### config.mk
export PLATFORM = sky130hd
export DESIGN_NAME = fifo_burst_arb_flat
export DESIGN_NICKNAME = d
export VERILOG_FILES = /design/src/rtl/fifo_burst_arb_if.sv /design/src/rtl/fifo_burst_arb.sv /design/src/flat_wrapper.sv
export SDC_FILE = /design/constraint.sdc
export NUM_CORES = 1
export LEC_CHECK = 0
export BUFFER_PORTS_ARGS = -buffer_cell sky130_fd_sc_hd__buf_2
export CAP_MARGIN = 25
export CORE_MARGIN = 1.5
export CORE_UTILIZATION = 35
export DETAILED_ROUTE_END_ITERATION = 8
export PLACE_DENSITY = 0.72
export SYNTH_ARGS = -nofsm -noshare
export SYNTH_HDL_FRONTEND = slang
export SYNTH_SLANG_ARGS = --single-unit
### constraint.sdc
create_clock -name clk -period 1.9 [get_ports clk]
set_input_delay 0.095 -clock clk [delete_from_list [all_inputs] [get_ports clk]]
set_output_delay 0.095 -clock clk [all_outputs]
set_load 0.01 [all_outputs]
### src/rtl/fifo_burst_arb_if.sv
// Bundles the FIFO write port and both requester ports of fifo_burst_arb.
// The master modport is the arbiter side and the slave modport is the environment side.
interface fifo_burst_arb_if;
  logic        fifo_rdy;
  logic        fifo_full;
  logic [7:0]  fifo_dcnt;
  logic        fifo_wr_en;
  logic [31:0] fifo_din;
  logic        s0_valid;
  logic        s1_valid;
  logic [31:0] s0_data;
  logic [31:0] s1_data;
  logic        s0_ready;
  logic        s1_ready;
  logic        owner;
  logic        busy;
  logic [15:0] burst_cnt;

  modport master (
    input  fifo_rdy, fifo_full, fifo_dcnt, s0_valid, s1_valid, s0_data, s1_data,
    output fifo_wr_en, fifo_din, s0_ready, s1_ready, owner, busy, burst_cnt
  );

  modport slave (
    output fifo_rdy, fifo_full, fifo_dcnt, s0_valid, s1_valid, s0_data, s1_data,
    input  fifo_wr_en, fifo_din, s0_ready, s1_ready, owner, busy, burst_cnt
  );
endinterface

### src/rtl/fifo_burst_arb.sv
// Two-requester round-robin arbiter that writes fixed-length bursts into a FIFO.
// Define FIFO_BURST_ARB_HDR_EN to precede each burst with a one-word 0xA5 header.
module fifo_burst_arb #(
  parameter int DEPTH     = 256,
  parameter int BURST_LEN = 16
) (
  input logic               clk,
  input logic               rst,
  fifo_burst_arb_if.master  bus
);

`ifdef FIFO_BURST_ARB_HDR_EN
  localparam int THRESH = BURST_LEN + 1;
  typedef enum logic [1:0] {IDLE, HDR, DATA} state_t;
`else
  localparam int THRESH = BURST_LEN;
  typedef enum logic [1:0] {IDLE, DATA} state_t;
`endif

  state_t      state;
  logic        owner_q;
  logic        prio;
  logic [6:0]  word_cnt;
  logic [15:0] burst_cnt_q;

  logic [8:0]  free;
  logic        grant_ok;
  logic        grant_sel;
  logic        owner_valid;
  logic        accept;
  logic        last_word;

  assign free        = bus.fifo_full ? 9'd0 : 9'(DEPTH) - {1'b0, bus.fifo_dcnt};
  assign grant_ok    = bus.fifo_rdy && (bus.s0_valid || bus.s1_valid) && (free >= 9'(THRESH));
  // When both requesters are valid the one holding priority wins; otherwise the lone valid one.
  assign grant_sel   = (bus.s0_valid && bus.s1_valid) ? prio : bus.s1_valid;
  assign owner_valid = owner_q ? bus.s1_valid : bus.s0_valid;
  assign accept      = (state == DATA) && owner_valid && !bus.fifo_full && !rst;
  assign last_word   = (word_cnt == 7'(BURST_LEN - 1));

  // NOTE: non-blocking assignments here so every register samples pre-edge values.
  always_ff @(posedge clk) begin
    if (rst) begin
      state       <= IDLE;
      owner_q     <= 1'b0;
      prio        <= 1'b0;
      word_cnt    <= '0;
      burst_cnt_q <= '0;
    end else begin
      case (state)
        IDLE: begin
          if (grant_ok) begin
            owner_q <= grant_sel;
`ifdef FIFO_BURST_ARB_HDR_EN
            state   <= HDR;
`else
            state   <= DATA;
`endif
          end
        end
`ifdef FIFO_BURST_ARB_HDR_EN
        HDR: state <= DATA;
`endif
        DATA: begin
          if (accept) begin
            if (last_word) begin
              word_cnt    <= '0;
              state       <= IDLE;
              burst_cnt_q <= burst_cnt_q + 16'd1;
              prio        <= ~owner_q;
            end else begin
              word_cnt <= word_cnt + 7'd1;
            end
          end
        end
        default: state <= IDLE;
      endcase
    end
  end

  // NOTE: every output gets a default first so no path through the case leaves it unassigned (no latch).
  always_comb begin
    bus.fifo_wr_en = 1'b0;
    bus.fifo_din   = '0;
    bus.s0_ready   = 1'b0;
    bus.s1_ready   = 1'b0;
    if (!rst) begin
      case (state)
`ifdef FIFO_BURST_ARB_HDR_EN
        HDR: begin
          bus.fifo_wr_en = 1'b1;
          bus.fifo_din   = {8'hA5, 7'd0, owner_q, 16'(BURST_LEN)};
        end
`endif
        DATA: begin
          bus.s0_ready   = !owner_q && !bus.fifo_full;
          bus.s1_ready   = owner_q && !bus.fifo_full;
          bus.fifo_wr_en = accept;
          bus.fifo_din   = owner_q ? bus.s1_data : bus.s0_data;
        end
        default: ;
      endcase
    end
  end

  assign bus.owner     = owner_q;
  assign bus.busy      = (state != IDLE) && !rst;
  assign bus.burst_cnt = burst_cnt_q;

endmodule

### src/flat_wrapper.sv
// flat-port wrapper written by rule: the top's interface ports become plain ports
module fifo_burst_arb_flat 
#(
  parameter int DEPTH     = 256,
  parameter int BURST_LEN = 16
)
  (clk, rst, bus_fifo_rdy, bus_fifo_full, bus_fifo_dcnt, bus_s0_valid, bus_s1_valid, bus_s0_data, bus_s1_data, bus_fifo_wr_en, bus_fifo_din, bus_s0_ready, bus_s1_ready, bus_owner, bus_busy, bus_burst_cnt);
  fifo_burst_arb_if bus_i ();
  input logic clk;
  input logic rst;
  input wire logic [$bits(bus_i.fifo_rdy)-1:0] bus_fifo_rdy;
  input wire logic [$bits(bus_i.fifo_full)-1:0] bus_fifo_full;
  input wire logic [$bits(bus_i.fifo_dcnt)-1:0] bus_fifo_dcnt;
  input wire logic [$bits(bus_i.s0_valid)-1:0] bus_s0_valid;
  input wire logic [$bits(bus_i.s1_valid)-1:0] bus_s1_valid;
  input wire logic [$bits(bus_i.s0_data)-1:0] bus_s0_data;
  input wire logic [$bits(bus_i.s1_data)-1:0] bus_s1_data;
  output wire logic [$bits(bus_i.fifo_wr_en)-1:0] bus_fifo_wr_en;
  output wire logic [$bits(bus_i.fifo_din)-1:0] bus_fifo_din;
  output wire logic [$bits(bus_i.s0_ready)-1:0] bus_s0_ready;
  output wire logic [$bits(bus_i.s1_ready)-1:0] bus_s1_ready;
  output wire logic [$bits(bus_i.owner)-1:0] bus_owner;
  output wire logic [$bits(bus_i.busy)-1:0] bus_busy;
  output wire logic [$bits(bus_i.burst_cnt)-1:0] bus_burst_cnt;
  assign bus_i.fifo_rdy = bus_fifo_rdy;
  assign bus_i.fifo_full = bus_fifo_full;
  assign bus_i.fifo_dcnt = bus_fifo_dcnt;
  assign bus_i.s0_valid = bus_s0_valid;
  assign bus_i.s1_valid = bus_s1_valid;
  assign bus_i.s0_data = bus_s0_data;
  assign bus_i.s1_data = bus_s1_data;
  assign bus_fifo_wr_en = bus_i.fifo_wr_en;
  assign bus_fifo_din = bus_i.fifo_din;
  assign bus_s0_ready = bus_i.s0_ready;
  assign bus_s1_ready = bus_i.s1_ready;
  assign bus_owner = bus_i.owner;
  assign bus_busy = bus_i.busy;
  assign bus_burst_cnt = bus_i.burst_cnt;
  fifo_burst_arb #(.DEPTH(DEPTH), .BURST_LEN(BURST_LEN)) u_core (.clk(clk), .rst(rst), .bus(bus_i));
endmodule
==> flow_metrics.py <==
metrics = {
    "status": {
        "status": "finished, final reports clean",
    },
    "global_route": {
        "antenna_found_initial": 0,
        "grt_pass1_vias": 2051,
        "grt_first_pass_wirelength_mm": 9.34,
        "grt-ovfl-total": 0,
        "grt_max_degree": 38,
        "grt_use_total": 0.191,
    },
    "yosys": {
        "synth_cell_types": 34,
        "syn_avg_cell_area_sq_um": 7.87,
        "synthesis.instances": 240,
        "ys_seq_elements": 26,
        "synth-edff-count": 0,
        "syn-num-nets": 321,
        "yosysTopAreaCell": "dfxtp_1",
        "yosys-top-cells-area": "dfxtp_1 28%, mux2i_1 18%, nor2_1 8.0%, o31ai_1 4.8%, or4_1 4.8%",
        "ys_warn_count": 0,
        "ys.flop_type": "dfxtp_1",
        "yosysSeqAreaShare": 0.276,
        "async_reset_ff_frac": 0,
        "mappedNetlistArea_sq_um": 1890,
        "synth.top_cell.area_share": 0.276,
    },
    "worst_setup_path": {
        "path_class": "reg2reg",
        "crit_start": "u_core.word_cnt[0]",
        "r2r_slack_ps": 150,
        "cp.arrival_ps": 1910,
        "ff2ff_path_depth": 5,
        "critPathCaptureType": "register",
        "cp_max_fo": 5,
        "r2r_start": "u_core.word_cnt[0]",
        "worstReg2RegEnd": "u_core.bus.burst_cnt[15]",
        "required_ps": 2060,
        "critPathCapture": "u_core.bus.burst_cnt[15]",
        "start_kind": "register",
    },
    "finish": {
        "area_growth_pct": 42.5,
        "drive_above_1_share": 0.414,
        "final_common_cell": "buf_2",
        "final_net_count": 444,
        "final_cell_mix": "130 x buf_2, 40 x nor2_1, 34 x mux2i_1, 25 x dfxtp_1, 17 x a21oi_1",
        "stdcell_area_sq_um": 2690,
        "nFillCells": 524,
        "diodes": 0,
    },
    "pwr": {
        "p_switching_uw": 269,
        "p_sw_frac": 0.223,
        "power_frac_comb": 0.169,
        "p_per_area_nw_per_um2": 449,
        "p_leak_nw": 1.24,
        "clkPwrFrac": 0.376,
        "p_int_uw": 938,
        "peakVddDrop_v": 0.000434,
        "sequentialPowerShare": 0.455,
    },
    "timing": {
        "fin_skew_ps": 9.38,
        "timing.final.max_slew_violations": 0,
        "final-setup-viol-count": 0,
        "period_share": 0.920,
        "slew_headroom": 0.636,
        "fin_crit_ps": 1750,
        "fin_ws_ps": 152,
        "setup_tns_ps": 0,
        "tightest_slew_ps": 546,
        "rsz0062_at_grt": "false",
        "hold_viol_final": 0,
        "hold-worst-slack_ps": 273,
        "fmax_ghz": 0.572,
    },
    "clock_network": {
        "ctsRootBufferMaster": "clkbuf_8",
        "cts_buffers": 3,
        "clk_pin_slew_ps": 80,
        "cts_sinks": 26,
        "clock_latency_ps": 270,
        "hold_buffers": 0,
        "cts_tree": "done",
        "cts_buffer_depth": 2,
        "cts.htree.levels": 1,
    },
    "detailed_routing": {
        "vias": 2182,
        "dr.first_iter.drc_count": 75,
        "first_pass_iters": 4,
        "post_drt_wl_per_cell_um": 13.3,
        "routed_via_density": 5.05,
        "drt_wl_total_mm": 5.77,
        "drc_errors": 0,
        "ant_nets": 0,
    },
    "min_path": {
        "min_path_type": "in2reg",
    },
    "floorplan": {
        "std_cell_rows": 26,
        "pin_count": 131,
        "start_util": 0.367,
        "fp.dieW_um": 76.4,
        "coreArea_sq_um": 5140,
        "die_h_um": 76.4,
        "die-area_sq_um": 5840,
    },
    "flow_run": {
        "max_cap_viol_count": 0,
    },
    "place": {
        "dpl_cell_area_sq_um": 2610,
        "place.gp.congestion": 0.781,
        "pre_cts_ws_ps": 111,
        "place.port_buffers": 130,
        "hpwl_mm": 4.43,
    },
}
==> flip-flops by register name, indices dropped and copies added (netlist names) <==
name,cells
u_core.bus.burst_cnt,16
u_core.prio,1
u_core.state,1
u_core.bus.owner,1
u_core.word_cnt,7
==> area by class of cell <==
cell class                 count  area [sq um]  area share
clock buffer                   3          41.3      0.0153
clock inverter                 1          30.0      0.0112
inverter                       5          18.8     0.00698
multi-input combinational    191          1280       0.477
sequential                    26           522       0.194
tap                           70          87.6      0.0326
timing repair buffer         136           708       0.263
==> kinds of logic (layout without fill, tap and decap cells) <==
family	Yosys count	after routing	share of synthesized area
simple gates	113	113	0.322
mux	38	38	0.206
compound gates	32	32	0.103
flops	26	26	0.276
buf+inv	23	145	0.0497
xor+xnor	5	5	0.0232
fa+ha+maj	3	3	0.0199
==> power groups by stage <==
stage                     registers, mW  clock network, mW  logic (mW)
after global routing              0.550              0.487       0.227
after detailed placement          0.562                  0       0.205
after CTS                         0.549              0.468       0.206
after global placement            0.562                  0       0.201
after floorplan                   0.562                  0      0.0933
final                             0.549              0.455       0.204
==> cells in the mapped netlist, types with 5 or more instances <==
cell	count
nor2_1	40
mux2i_1	34
dfxtp_1	26
a21oi_1	17
o31ai_1	12
or4_1	12
clkbuf_1	11
nand2_1	10
nand3_1	10
nand4_1	9
and3_1	6
inv_1	5
nor3_1	5
==> timing repair <==
item | 4_1_cts | 5_1_grt
setup buffers | 0 | 0
setup endpoints to repair | 0 | 1
resized for setup | 0 | 2
==> layer usage <==
| metal | vias to the layer above | wire length [um] | global-route usage |
|---|---|---|---|
| li1 | 1115 | - | - |
| met1 | 977 | 2420 | 0.218 |
| met2 | 88 | 2990 | 0.368 |
| met3 | 2 | 346 | 0.0407 |
| met4 | 0 | 9 | 0.0259 |
| met5 | - | 0 | 0 |
==> through the flow <==
stage | cells | util | power [mW]
floorplan | 240 | - | 0.655
CTS | 432 | 0.522 | 1.22
finish | 432 | 0.523 | 1.21
global placement | 428 | 0.508 | 0.762
detailed placement | 428 | 0.508 | 0.767
global route | 432 | 0.523 | 1.26
==> worst min path at each step <==
stage | startpoint | slack [ps] | cells past startpoint | to
after global placement | u_core.prio | 440 | 2 | u_core.prio
final | bus_s1_valid | 270 | 4 | u_core.bus.owner
after CTS | bus_s1_valid | 270 | 4 | u_core.bus.owner
after detailed placement | u_core.prio | 460 | 2 | u_core.prio
after global routing | bus_s1_valid | 290 | 4 | u_core.bus.owner
after floorplan | bus_fifo_full | 240 | 1 | bus_s0_ready
==> worst max-delay path, stage by stage (launching register included) <==
cell and delay (ps):
dfxtp_1 400, ha_2 240, and3_1 180, nand4_1 140
nor4_2 310, mux2_2 370
No activity file was read; power rests on OpenSTA's default activity.
